## src/rtl/uart_receiver_pkg.sv

```systemverilog
// Shared UART receive definitions: frame state encoding and counter sizing.
package uart_receiver_pkg;

    typedef enum logic [2:0] {
        ST_IDLE  = 3'd0,
        ST_START = 3'd1,
        ST_DATA  = 3'd2,
        ST_STOP  = 3'd3,
        ST_BREAK = 3'd4
    } uart_state_e;

    // Counter width for a range of n values, never narrower than one bit.
    function automatic int unsigned cnt_width(input int unsigned n);
        return (n <= 2) ? 1 : $clog2(n);
    endfunction

endpackage

```

## src/rtl/uart_receiver_sync_2ff.sv

```systemverilog
// Two-flop synchronizer for a single asynchronous bit; reusable across UART blocks.
module sync_2ff (
    input  logic clk_i,
    input  logic rst_i,
    input  logic d_i,
    output logic q_o
);

    logic meta_q;
    logic sync_q;

    always_ff @(posedge clk_i or posedge rst_i) begin
        if (rst_i) begin
            meta_q <= 1'b0;
            sync_q <= 1'b0;
        end else begin
            meta_q <= d_i;
            sync_q <= meta_q;
        end
    end

    assign q_o = sync_q;

endmodule

```

## src/rtl/uart_receiver.sv

```systemverilog
// UART receive stage: start validation, mid-bit sampling on rxClk rising edges, one-cycle strobes.
//
// state    | meaning
// IDLE     | line idle, waiting for a low sample
// START    | counting to mid start bit to reject glitches
// DATA     | sampling data bits LSB first at mid-bit
// STOP     | sampling stop bit, publishing data and strobe
// BREAK    | stop bit was low; wait for line to go high
module uart_receiver
    import uart_receiver_pkg::*;
#(
    parameter int unsigned DATA_BITS  = 8,
    parameter int unsigned OVERSAMPLE = 16
) (
    input  logic                 clk,
    input  logic                 reset,
    input  logic                 rxClk,
    input  logic                 rx,
    output logic [DATA_BITS-1:0] data,
    output logic                 dataValid,
    output logic                 frameError,
    output logic                 busy
);

    localparam int unsigned TICK_W = cnt_width(OVERSAMPLE);
    localparam int unsigned BIT_W  = cnt_width(DATA_BITS);

    localparam logic [TICK_W-1:0] TICK_MID  = TICK_W'(OVERSAMPLE / 2 - 1);
    localparam logic [TICK_W-1:0] TICK_LAST = TICK_W'(OVERSAMPLE - 1);
    localparam logic [BIT_W-1:0]  BIT_LAST  = BIT_W'(DATA_BITS - 1);

    logic rx_sync;
    logic rx_clk_prev_q;
    logic tick;

    uart_state_e          state_q,    state_d;
    logic [TICK_W-1:0]    tick_cnt_q, tick_cnt_d;
    logic [BIT_W-1:0]     bit_idx_q,  bit_idx_d;
    logic [DATA_BITS-1:0] shift_q,    shift_d;
    logic [DATA_BITS-1:0] data_q,     data_d;
    logic                 valid_q,    valid_d;
    logic                 ferr_q,     ferr_d;

    sync_2ff u_rx_sync (
        .clk_i (clk),
        .rst_i (reset),
        .d_i   (rx),
        .q_o   (rx_sync)
    );

    assign tick = rxClk & ~rx_clk_prev_q;

    always_ff @(posedge clk or posedge reset) begin
        if (reset) begin
            rx_clk_prev_q <= 1'b0;
            state_q       <= ST_IDLE;
            tick_cnt_q    <= '0;
            bit_idx_q     <= '0;
            shift_q       <= '0;
            data_q        <= '0;
            valid_q       <= 1'b0;
            ferr_q        <= 1'b0;
        end else begin
            rx_clk_prev_q <= rxClk;
            state_q       <= state_d;
            tick_cnt_q    <= tick_cnt_d;
            bit_idx_q     <= bit_idx_d;
            shift_q       <= shift_d;
            data_q        <= data_d;
            valid_q       <= valid_d;
            ferr_q        <= ferr_d;
        end
    end

    always_comb begin
        state_d    = state_q;
        tick_cnt_d = tick_cnt_q;
        bit_idx_d  = bit_idx_q;
        shift_d    = shift_q;
        data_d     = data_q;
        valid_d    = 1'b0;
        ferr_d     = 1'b0;

        if (tick) begin
            unique case (state_q)
                ST_IDLE: begin
                    if (!rx_sync) begin
                        state_d    = ST_START;
                        tick_cnt_d = '0;
                    end
                end
                ST_START: begin
                    tick_cnt_d = tick_cnt_q + TICK_W'(1);
                    if (tick_cnt_q == TICK_MID) begin
                        if (!rx_sync) begin
                            state_d    = ST_DATA;
                            tick_cnt_d = '0;
                            bit_idx_d  = '0;
                        end else begin
                            state_d = ST_IDLE;
                        end
                    end
                end
                ST_DATA: begin
                    tick_cnt_d = tick_cnt_q + TICK_W'(1);
                    if (tick_cnt_q == TICK_LAST) begin
                        shift_d    = {rx_sync, shift_q[DATA_BITS-1:1]};
                        tick_cnt_d = '0;
                        if (bit_idx_q == BIT_LAST) begin
                            state_d = ST_STOP;
                        end else begin
                            bit_idx_d = bit_idx_q + BIT_W'(1);
                        end
                    end
                end
                ST_STOP: begin
                    tick_cnt_d = tick_cnt_q + TICK_W'(1);
                    if (tick_cnt_q == TICK_LAST) begin
                        data_d = shift_q;
                        // Leaving at mid-stop lets an immediately following start bit be caught.
                        if (rx_sync) begin
                            valid_d = 1'b1;
                            state_d = ST_IDLE;
                        end else begin
                            ferr_d  = 1'b1;
                            state_d = ST_BREAK;
                        end
                    end
                end
                ST_BREAK: begin
                    if (rx_sync) begin
                        state_d = ST_IDLE;
                    end
                end
                default: begin
                    state_d = ST_IDLE;
                end
            endcase
        end
    end

    assign data       = data_q;
    assign dataValid  = valid_q;
    assign frameError = ferr_q;
    assign busy       = (state_q != ST_IDLE);

endmodule

```

## config.mk

```make
export PLATFORM = sky130hd
export DESIGN_NAME = uart_receiver
export DESIGN_NICKNAME = d
export VERILOG_FILES = /design/src/rtl/uart_receiver_pkg.sv /design/src/rtl/uart_receiver_sync_2ff.sv /design/src/rtl/uart_receiver.sv
export SDC_FILE = /design/constraint.sdc
export NUM_CORES = 1
export LEC_CHECK = 0
export BUFFER_PORTS_ARGS = -buffer_cell sky130_fd_sc_hd__buf_2
export CAP_MARGIN = 20
export CORE_MARGIN = 5
export CORE_UTILIZATION = 40
export CTS_BUF_LIST = sky130_fd_sc_hd__clkbuf_2
export DETAILED_ROUTE_END_ITERATION = 8
export GPL_TIMING_DRIVEN = 0
export PLACE_DENSITY = 0.62
export SLEW_MARGIN = 5
export SYNTH_ARGS = -nofsm -noshare
export SYNTH_HDL_FRONTEND = slang
export SYNTH_SLANG_ARGS = --single-unit
```

## constraint.sdc

```tcl
create_clock -name clk -period 2.1 [get_ports clk]
set_input_delay 0.21 -clock clk [delete_from_list [all_inputs] [get_ports clk]]
set_output_delay 0.21 -clock clk [all_outputs]
set_load 0.01 [all_outputs]
```

# == Word-level counts from Yosys, hierarchy flattened ==
# Cells that the tools add are included.
# totals
reg_bits,31
in_bits,4
output_inout_bits,11
wordCells,65
# op_classes
n_addsub,2
n_eq_ne,15
n_mux,27
bitwise_logic,2
n_reduce_logical,9
# op_table
cell,count
3-bit two-way mux,11
4-bit two-way mux,4
4-bit one-hot mux with 4 select lines,1
3-bit one-hot mux with 5 select lines,1
"2-bit inequality test, second input constant",7
3-bit AND reduction,3
1-bit two-way mux,8
7-bit AND reduction,1
"3-bit by 2-bit == test with 1-bit output, second input constant",2
"3-bit == test, second input constant",2
3-bit one-hot mux with 2 select lines,1
6-bit AND reduction,1
"4-bit by 1-bit adder with 4-bit output, second input constant",1
"4-bit by 3-bit == test with 1-bit output, second input constant",1
"4-bit == test, second input constant",1
4-bit nonzero test,1
"3-bit by 1-bit adder with 3-bit output, second input constant",1
"3-bit by 1-bit == test with 1-bit output, second input constant",1
3-bit zero test,1
3-bit nonzero test,1
2-bit two-way mux,1
"2-bit by 1-bit inequality test with 1-bit output, second input constant",1
2-bit nonzero test,1
1-bit bitwise AND,1
1-bit NOT,1

# == Logic depth before layout (Yosys ltp) ==
# depth
word_depth,4
depth_mapped,6
mapped_depth_nobuf,6

# == Hierarchy ==
# From an unflattened synthesis, not the netlist that was laid out.
# hier_totals
cells_unflattened,114
hier_area_um2,1435.1
# by_module_without_submodules
mod,instances,cells_each,area_each_um2,seq_area_each_um2
uart_receiver,1,111,1381.3,725.7
sync_2ff,1,3,53.8,50.0

# == Worst setup path after synthesis ==
# Ideal clock, no wire load.
# synth_path
kind,reg-to-reg
start,register state_q[2]
end,register shift_q[0]
setup_ns,0.125
arrival_time_ns,1.598
required_time_ns,1.975
path_slack_ns,0.377
stages_incl_launch_ff,6
path_buffers,2
period_less_slack_ns,1.723
path_cell_list,dfrtp_1 > buf_6 > or3b_4 > or3_1 > buf_6 > mux2_4
# synth_between
elab_chain_cells,2
# synth_rtl
item,line_no,source
"start, declared",uart_receiver.sv:36,"uart_state_e state_q, state_d;"
"start signal, assigned",uart_receiver.sv:65,state_q <= state_d;
3-bit by 2-bit == test with 1-bit output,uart_receiver.sv:85,unique case (state_q)
3-bit AND reduction (no source line),n/a,
"end signal, assigned",uart_receiver.sv:68,shift_q <= shift_d;
"end, declared",uart_receiver.sv:39,"logic [DATA_BITS-1:0] shift_q, shift_d;"
# Every way passes these cells.
# A chain may end at the register's enable or synchronous reset.

# == Final worst setup path ==
# layout_path
start,register tick_cnt_q[0]
end,register shift_q[0]
# layout_between
elab_chain_cells,2
# layout_rtl
item,line_no,source
"start, declared",uart_receiver.sv:37,"logic [TICK_W-1:0] tick_cnt_q, tick_cnt_d;"
"start signal, assigned",uart_receiver.sv:66,tick_cnt_q <= tick_cnt_d;
4-bit == test,uart_receiver.sv:106,if (tick_cnt_q == TICK_LAST) begin
3-bit AND reduction (no source line),n/a,
# Every way passes these cells.

==> results.tsv <==
stage	metric	value	unit
outcome	status	completed	
timing	Final Hold Vio Count	0	
yosys	area fraction of the dominant cell type after synthesis	0.541	
timing	final setup fails	0	
drt	First-pass DRT Iterations	4	
cts	later-pin clock latency in the skew report	0.37	ns
cts	Inserted Clock Buffers	5	
die	core area	3420	um^2
setup_path	critical path data arrival time	2.11	ns
die	Die Y	69.9	um
setup_path	worst path required time	2.37	ns
final_layout	share of cells above drive strength 1	0.350	
drt	post-route ant nets	0	
global_route	grt ovf	0	
drt	Routed WL	2510	um
setup_path	R2R Path End	shift_q[0]	
final_layout	final instance area	1660	um^2
setup_path	Critical Path, Cell by Cell	ha_1 > nand3_1 > or3_1 > buf_6 > mux2_4	
drt	DR vias	970	
cts	clock tree buffer depth	2	
yosys	main combinational cell family by area after synthesis	multiplexers	
setup_path	capturing element type of the critical path	register	
timing	period utilization	0.875	
pwr	Sw Share	0.347	
timing	Total Neg Setup Slack	0	ns
timing	RSZ-0062 raised after global routing	no	
timing	Highest Clock Rate	544	MHz
placement	Post-Place Cells	178	
yosys	Yosys cell types	33	
final_layout	most common cell after layout, fill and taps aside	dfrtp_1	
pwr	Static Leak	0.857	nW
cts	clk root buf	clkbuf_2	
pwr	switching power	0.000491	W
yosys	Syn Inst Count	117	
drt	Initial DRC Count	51	
timing	Slew @ Worst Pin	0.590	ns
die	die area	4890	um^2
cts	setup bufs post-CTS	0	
global_route	total track usage	0.115	
drt	residual DRC count	0	
cts	H-tree levels	2	
die	row count	21	
yosys	Post-Syn Nets	124	
yosys	Yosys warnings	0	
setup_path	Worst Path Class, Setup	register to register	
setup_path	R2R Path Start	tick_cnt_q[0]	
global_route	first-pass GRT wire length	4330	um
pwr	Worst VDD drop	0.379	mV
setup_path	r2r worst-path depth	5	
die	Starting Density	0.420	
setup_path	slowest CP cell	or3_1	
yosys	Synth Area per Inst	12.3	um^2
placement	Setup WS pre-CTS	0.112	ns
worst_hold_path	Min-Delay Startpoint	u_rx_sync.meta_q	
yosys	#FFs+latches synth	31	
yosys	Synth Area in XOR/XNOR	0	
setup_path	Crit Path Max Fanout	9	
timing	fin crit period	1.84	ns
worst_hold_path	Hold Crit Class	register to register	
timing	Max transition margin	0.606	
pwr	register share of total power	0.515	
yosys	sequential area share after synthesis	0.541	
placement	DPL Wire Length	1810	um
setup_path	Crit path buffers/inverters	1	
placement	RD Place Congestion	0.848	
die	Ports	15	
setup_path	Worst path top cell family by delay	simple AND/OR/NAND/NOR gates	
timing	clock skew	0.0111	ns
setup_path	Worst Setup Start Kind	register	
timing	hold_ws	0.371	ns
pwr	Pint	0.000923	W
yosys	Synth Cell Area	1440	um^2
yosys	synth top area cells	dfrtp_1, mux2_2, mux2_4	
yosys	Yosys top cell by area	dfrtp_1	
pwr	Pwr Density	849	nW/um^2
cts	CTS tree	yes	
yosys	mux contribution to synthesized area	0.167	
global_route	vias in the first global route	927	
placement	Port Buffers	14	
final_layout	nets@finish	149	
drt	routed length per placed instance	13.3	um
placement	post-placement cell area	1590	um^2
global_route	initial antenna violation count	0	
worst_hold_path	Hold EP	u_rx_sync.q_o	
final_layout	area delta synth->final	16.0	%
final_layout	most frequent cells in the layout	dfrtp_1, buf_2, mux2_2	
timing	worst setup margin	0.262	ns
worst_hold_path	hold depth	0	
die	Die Width	69.9	um
yosys	Post-Synth Simple-Gate Area	0.143	
cts	# clock sinks	31	
drt	via-per-instance ratio	5.13	
setup_path	R2R Setup Slk	0.26	ns
yosys	Synth Area in Adders	0.0262	
pwr	clock power share	0.195	
pwr	Comb power frac	0.290	
final_layout	Inserted Diodes	0	
yosys	Compound-Gate Fraction of Synth Area	0.0863	
final_layout	Cell Count, Final, Fillers Out	189	
cts	Clk pin slew, worst setup/hold paths	0.15	ns
run	max-cap violations	0	
setup_path	Worst path max stage delay	0.42	ns
global_route	pin count of the biggest net entering global routing	19	
timing	final slew viol count	0	
[timing repair]
action | CTS | global route
gates resized for setup | 0 | 1
endpoints found under the hold margin | 15 | 0
endpoints found under the setup margin | 0 | 8
hold buffers | 3 | 0
[logic make-up after synthesis]
group | count (synthesis)
AOI/OAI and AO/OA | 20
adders and majority gates | 3
buffers and inverters | 10
DFF | 31
muxes | 19
and+or+nand+nor | 34
[flip-flops by register name (all words and copies together) (netlist names), 3 cells and up]
signal,count
bit_idx_q,3
data,8
shift_q,8
state_q,3
tick_cnt_q,4
[per-layer routing]
layer / vias up / global-route usage / share of wire
met4: 0 / 0.0596 / 0.021
met2: 19 / 0.154 / 0.44
met1: 476 / 0.146 / 0.49
li1: 471 / - / -
met5: - / 0 / 0
met3: 4 / 0.0617 / 0.051
[worst register-to-register path, cell delays in order, from the launching register on]
cell     delay (ns)
dfrtp_1        0.41
ha_1           0.22
nand3_1        0.23
or3_1          0.42
buf_6          0.16
mux2_4         0.29
[final cells by class]
cell class	count	area [um^2]
Inverter	6	22.5
Timing Repair Buffer	18	128
Sequential cell	31	776
Buffer	4	31.3
Tap cell	46	57.6
Clock inverter	2	7.51
Multi-Input combinational cell	76	612
Fill cell	321	1750
Clock buffer	6	30.0
[Yosys cell counts]
cell type / count
nand2b_1: 2
ha_1: 3
mux2_2: 11
o22ai_1: 3
o221ai_1: 2
nand3b_1: 1
nor2b_1: 1
o21ai_0: 8
a21oi_2: 1
or2b_1: 1
nand3_1: 3
and3b_1: 1
nor3_1: 1
mux2_4: 7
a22oi_1: 1
buf_6: 2
nor4_1: 2
or2_2: 2
a21oi_1: 3
inv_1: 6
nand2_1: 4
or3_1: 2
a21boi_0: 1
or3b_2: 2
and3_1: 3
mux2i_1: 1
dfrtp_1: 31
nor3_2: 2
o41ai_1: 1
buf_2: 1
or3b_4: 1
nor2_1: 6
clkbuf_1: 1
[stage by stage]
stage          total power [W]   util
4_1_cts                0.00142  0.485
5_1_grt                0.00151  0.487
3_3_place_gp           0.00112  0.458
2_1_floorplan          0.00104      -
6_report               0.00141  0.487
3_5_place_dp           0.00114  0.466
[worst max-delay path by stage]
stage	slack [ns]	startpoint	to	cells after the start
floorplan	0.38	state_q[2]	shift_q[0]	5
global placement	0.12	tick_cnt_q[0]	data[6]	4
detailed placement	0.11	tick_cnt_q[0]	data[5]	4
CTS	0.1	tick_cnt_q[0]	data[3]	4
global route	0.13	tick_cnt_q[0]	data[3]	4
finish	0.26	tick_cnt_q[0]	shift_q[0]	5
[power groups by stage]
stage	logic, W	clock network (W)	registers [W]
2_1_floorplan	0.000315	0	0.000721
3_3_place_gp	0.000382	0	0.000733
3_5_place_dp	0.000403	0	0.000737
4_1_cts	0.000409	0.000281	0.000726
5_1_grt	0.000456	0.000314	0.000740
6_report	0.000410	0.000276	0.000727
No activity file was read; power rests on OpenSTA's default activity.
